## config.mk

```make
export PLATFORM = sky130hd
export DESIGN_NAME = id_ex_operand_stage
export DESIGN_NICKNAME = d
export VERILOG_FILES = /design/src/rtl/id_ex_operand_stage.sv
export SDC_FILE = /design/constraint.sdc
export NUM_CORES = 1
export LEC_CHECK = 0
export CAP_MARGIN = 20
export CELL_PAD_IN_SITES_DETAIL_PLACEMENT = 1
export CELL_PAD_IN_SITES_GLOBAL_PLACEMENT = 1
export CORE_MARGIN = 2
export CORE_UTILIZATION = 30
export DETAILED_ROUTE_END_ITERATION = 12
export PLACE_DENSITY_LB_ADDON = 0.1
export SLEW_MARGIN = 20
export SYNTH_ARGS = -nofsm -noshare
export SYNTH_HDL_FRONTEND = slang
export SYNTH_SLANG_ARGS = --single-unit
```

## constraint.sdc

```tcl
create_clock -name clk -period 4.6 [get_ports clk]
set_input_delay 1.38 -clock clk [delete_from_list [all_inputs] [get_ports clk]]
set_output_delay 1.38 -clock clk [all_outputs]
set_load 0.005 [all_outputs]
```

## src/rtl/id_ex_operand_stage.sv

```systemverilog
// rtl/id_ex_operand_stage.sv - ID/EX pipeline register with operand forwarding and load-use detection
//
// Purpose: latches decoded ID fields and register-file operands, extends the
// 16-bit immediate at capture, and presents forwarded A/B operands to the
// EX-stage ALU. Detects load-use hazards and inserts bubbles. Honours
// downstream stall and branch flush.
//
// Ports:
//   clk, reset                 rising-edge clock, synchronous active-high reset
//   stall, flush               downstream freeze / branch squash
//   id_*                       decoded instruction fields and operands from ID
//   exmem_*, memwb_*           forwarding sources (write enable, dest, value)
//   ex_valid, ex_a, ex_b       EX instruction valid and final ALU operands
//   ex_store_data              forwarded rt value for stores
//   ex_alu_op, ex_dest         ALU function and destination register
//   ex_reg_write/mem_read/mem_write  registered control bits
//   load_use_stall             to IF/ID: hold PC and IF/ID register
module id_ex_operand_stage #(
   parameter int DW = 32,
   parameter int RW = 5
) (
   input  logic          clk,
   input  logic          reset,
   input  logic          stall,
   input  logic          flush,
   input  logic          id_valid,
   input  logic [DW-1:0] id_rs_data,
   input  logic [DW-1:0] id_rt_data,
   input  logic [15:0]   id_imm16,
   input  logic [RW-1:0] id_rs,
   input  logic [RW-1:0] id_rt,
   input  logic [RW-1:0] id_rd,
   input  logic          id_uses_rt,
   input  logic [3:0]    id_alu_op,
   input  logic          id_alu_src,
   input  logic          id_sign_ext,
   input  logic          id_reg_write,
   input  logic          id_mem_read,
   input  logic          id_mem_write,
   input  logic          exmem_reg_write,
   input  logic [RW-1:0] exmem_rd,
   input  logic [DW-1:0] exmem_result,
   input  logic          memwb_reg_write,
   input  logic [RW-1:0] memwb_rd,
   input  logic [DW-1:0] memwb_result,
   output logic          ex_valid,
   output logic [DW-1:0] ex_a,
   output logic [DW-1:0] ex_b,
   output logic [DW-1:0] ex_store_data,
   output logic [3:0]    ex_alu_op,
   output logic [RW-1:0] ex_dest,
   output logic          ex_reg_write,
   output logic          ex_mem_read,
   output logic          ex_mem_write,
   output logic          load_use_stall
);

   logic          valid_q;
   logic [RW-1:0] rs_q, rt_q, rd_q;
   logic [DW-1:0] rs_data_q, rt_data_q, imm32_q;
   logic [3:0]    alu_op_q;
   logic          alu_src_q, reg_write_q, mem_read_q, mem_write_q;

   logic [DW-1:0] imm32;
   logic          wb_id_rs, wb_id_rt, wb_rs_q, wb_rt_q;
   logic [DW-1:0] fwd_rs, fwd_rt;

   assign imm32 = id_sign_ext ? {{(DW-16){id_imm16[15]}}, id_imm16}
                              : {{(DW-16){1'b0}}, id_imm16};

   // The register file reads before it writes, so a same-cycle MEM/WB write
   // must be captured here (write-through) or re-applied while held (refresh).
   assign wb_id_rs = memwb_reg_write && (memwb_rd != '0) && (memwb_rd == id_rs);
   assign wb_id_rt = memwb_reg_write && (memwb_rd != '0) && (memwb_rd == id_rt);
   assign wb_rs_q  = memwb_reg_write && (memwb_rd != '0) && (memwb_rd == rs_q);
   assign wb_rt_q  = memwb_reg_write && (memwb_rd != '0) && (memwb_rd == rt_q);

   // The load in EX has no data yet; a dependent ID instruction must wait.
   assign load_use_stall = !flush && valid_q && mem_read_q && (rd_q != '0) && id_valid &&
                           ((rd_q == id_rs) || (id_uses_rt && (rd_q == id_rt)));

   always_ff @(posedge clk) begin
      if (reset || flush || (!stall && load_use_stall)) begin
         valid_q     <= 1'b0;
         rs_q        <= '0;
         rt_q        <= '0;
         rd_q        <= '0;
         rs_data_q   <= '0;
         rt_data_q   <= '0;
         imm32_q     <= '0;
         alu_op_q    <= '0;
         alu_src_q   <= 1'b0;
         reg_write_q <= 1'b0;
         mem_read_q  <= 1'b0;
         mem_write_q <= 1'b0;
      end else if (stall) begin
         if (wb_rs_q) rs_data_q <= memwb_result;
         if (wb_rt_q) rt_data_q <= memwb_result;
      end else begin
         valid_q     <= id_valid;
         rs_q        <= id_rs;
         rt_q        <= id_rt;
         rd_q        <= id_rd;
         rs_data_q   <= wb_id_rs ? memwb_result : id_rs_data;
         rt_data_q   <= wb_id_rt ? memwb_result : id_rt_data;
         imm32_q     <= imm32;
         alu_op_q    <= id_alu_op;
         alu_src_q   <= id_alu_src;
         reg_write_q <= id_valid && id_reg_write;
         mem_read_q  <= id_valid && id_mem_read;
         mem_write_q <= id_valid && id_mem_write;
      end
   end

   // EX/MEM holds the newer value, so it wins over MEM/WB. r0 is never forwarded.
   always_comb begin
      fwd_rs = rs_data_q;
      if (exmem_reg_write && (exmem_rd != '0) && (exmem_rd == rs_q))
         fwd_rs = exmem_result;
      else if (wb_rs_q)
         fwd_rs = memwb_result;

      fwd_rt = rt_data_q;
      if (exmem_reg_write && (exmem_rd != '0) && (exmem_rd == rt_q))
         fwd_rt = exmem_result;
      else if (wb_rt_q)
         fwd_rt = memwb_result;
   end

   assign ex_valid      = valid_q;
   assign ex_a          = fwd_rs;
   assign ex_b          = alu_src_q ? imm32_q : fwd_rt;
   assign ex_store_data = fwd_rt;
   assign ex_alu_op     = alu_op_q;
   assign ex_dest       = rd_q;
   assign ex_reg_write  = reg_write_q;
   assign ex_mem_read   = mem_read_q;
   assign ex_mem_write  = mem_write_q;

endmodule

```

==> flow_summary.toml <==
[run_status]
status = "finished with violations"
violations = "negative setup slack"

[sta]
fin_crit_sh = 1.02
slew_violations = 0
finalSetupViolCount = 42
maxClockFrequency_mhz = 212
fin_setup_tns_ns = -2.11
hold_viol_final = 0
skew_ns = 0.00984
setup_slack_ns = -0.110
maxSlewHeadroom = 0.330
post-route-min-period_ns = 4.71
tightest_slew_ns = 1.00
rsz0062_at_grt = "true"

[clock_network]
clock_path_buffers = 2
cts_buffers = 9
htree_levels = 3
tritoncts = "done"
cts_root_buffer = "clkbuf_16"
clk_latency_ns = 0.36
path_clk_slew_ns = 0.07
cts.sinks = 105

[placed_design]
dpl.hpwl_mm = 22.4
dp.cells = 1483
io_buffers = 295
gp_congestion = 0.836
dp_slack_ns = -0.878

[global_route]
grt_usage = 0.291
overflow = 0
grt_pass1_wl_mm = 54.0
antenna_found_initial = 6
grt_max_degree = 76
first_global_vias = 8950

[synth]
netlist_area_mm2 = 0.00683
ys.flop_type = "dfxtp_1"
ys_seq_area_frac = 0.308
synth_fp_nets = 1044
synth_area_per_cell_um2 = 7.96
synth_edf_count = 0
netlist_top_cells_area = "dfxtp_1, mux2i_1, o22ai_1, nor2_1, a21oi_1"
syn_inst = 858
async_flop_share = 0
ys_warn_count = 0
ys_types = 37
synth_top_area_frac = 0.308
ys_ff_latch = 105
post-synth-top-area-cell = "dfxtp_1"

[cells_and_area]
layout_common_cells = "clkdlybuf4s50_1, buf_4, dfxtp_1, buf_2, mux2i_1"
final_common_cell = "clkdlybuf4s50_1"
syn_to_final_growth_pct = 93.2
drive_gt1_frac = 0.380
nNetsFinal = 1475
layout.cells.non_filler = 1586

[route]
dr.pass1.iters = 4
wirelength_mm = 36.3
drt.antenna.violating_nets = 0
dr_total_vias = 8623
wl_per_cell_um = 22.9
routed_via_density = 5.44
drt_first_iter_violations = 367
drc = 0

[floorplan]
ios = 296
start_util = 0.304
rows = 55
die_height_um = 155
core_area_mm2 = 0.0225
die_area_mm2 = 0.0240
die-width_um = 155

[critical_path]
endpoint_kind = "output pin"
worstPathRequired_ns = 3.22
crit_arrival_ns = 3.33
regToRegSetupSlack_ns = 2.35
worstSetupPathType = "in -> out"
worstPathMaxFanout = 6
start_kind = "input port"

[run]
maxCapViolations = 0

[min_path]
hold_class = "reg -> reg"

[pwr]
p_total_mw = 2.48
ir_worst_vdd_v = 0.000166
leakagePower_nw = 5.14
cellPowerDensity_mw_per_mm2 = 188
power by group:
group          switching [mW]  total (mW)  internal [mW]
Clock                   0.386       0.783          0.398
Combinational           0.324       0.729          0.405
Sequential             0.0305       0.970          0.939
sequential cells by signal (all words and copies together), names as in the netlist:
signal and cells:
alu_src_q 1, ex_alu_op 4, ex_dest 5, ex_mem_read 1, ex_mem_write 1, ex_reg_write 1
ex_valid 1, imm32_q 17, rs_data_q 32, rs_q 5, rt_data_q 32, rt_q 5
cell type report:
class / count / area (um^2)
fill: 2528 / 9310
multi-input combinational: 662 / 5570
timing repair buffer: 507 / 4850
sequential: 105 / 2100
tap: 285 / 357
clock buffer: 12 / 256
clock inverter: 4 / 27.5
antenna: 7 / 17.5
inverter: 4 / 15.0
synthesized netlist by cell type, types with 4 or more instances:
master    number
inv_1          4
a221oi_1      23
o22ai_1       68
xor2_1        28
mux2i_1       96
and3_1        32
a21oi_1       70
nand2_1       59
nor2b_1       37
dfxtp_1      105
o31ai_1       32
xnor2_1       12
nor2_1       102
a221oi_2       8
buf_6          4
buf_2         20
clkbuf_1      59
a22oi_1       31
o21ai_1        4
o21ai_0       35
buf_4          4
nand3_1        4
layer usage:
layer | wire (um) | GRT usage | part of all wire | vias up
met5 | 0 | 0 | 0 | -
met2 | 17600 | 0.496 | 0.49 | 297
li1 | - | - | - | 4019
met4 | 1300 | 0.110 | 0.036 | 0
met1 | 15300 | 0.367 | 0.42 | 4233
met3 | 2130 | 0.0546 | 0.059 | 74
per-stage QoR:
step / hold slack [ns] / area, um^2 / util
2_1_floorplan: 0.445 / 6830 / -
3_3_place_gp: 0.455 / 11000 / 0.489
3_5_place_dp: 0.460 / 11000 / 0.489
4_1_cts: 0.471 / 12600 / 0.559
5_1_grt: 0.489 / 13200 / 0.586
6_report: 0.466 / 13200 / 0.586
repair_timing:
action                                  in CTS  in global routing
endpoints found under the setup margin      96                 96
gates resized for setup                    557                160
pin swaps                                  101                 50
hold buffers                                 0                  0
gates cloned                                15                  1
buffers inserted                            58                 39
final timing paths:
path	cells after the start	endpoint	startpoint
max	12	ex_a[24]	exmem_rd[2]
min	2	imm32_q[1]$_SDFFE_PP0N_	imm32_q[1]$_SDFFE_PP0N_
max reg2reg	7	rt_data_q[14]$_SDFF_PP0_	ex_dest[1]$_SDFFE_PP0N_
min reg2reg	2	imm32_q[1]$_SDFFE_PP0N_	imm32_q[1]$_SDFFE_PP0N_
worst max-delay path, stage by stage:
cell       delay, ns
buf_6           0.09
or4_4           0.52
o21a_1          0.23
buf_6           0.13
nand4_1         0.15
buf_4           0.16
clkbuf_16       0.14
buf_8           0.12
buf_8           0.12
nor2_2          0.03
a21oi_1         0.11
buf_2           0.13
cell families after synthesis:
kind of cell    after synthesis  synth area share
compound gates              276             0.264
simple gates                250             0.176
flops                       105             0.308
buf+inv                      91            0.0603
mux                          96             0.141
xor+xnor                     40            0.0513
Power figures use the tool's default switching activity.
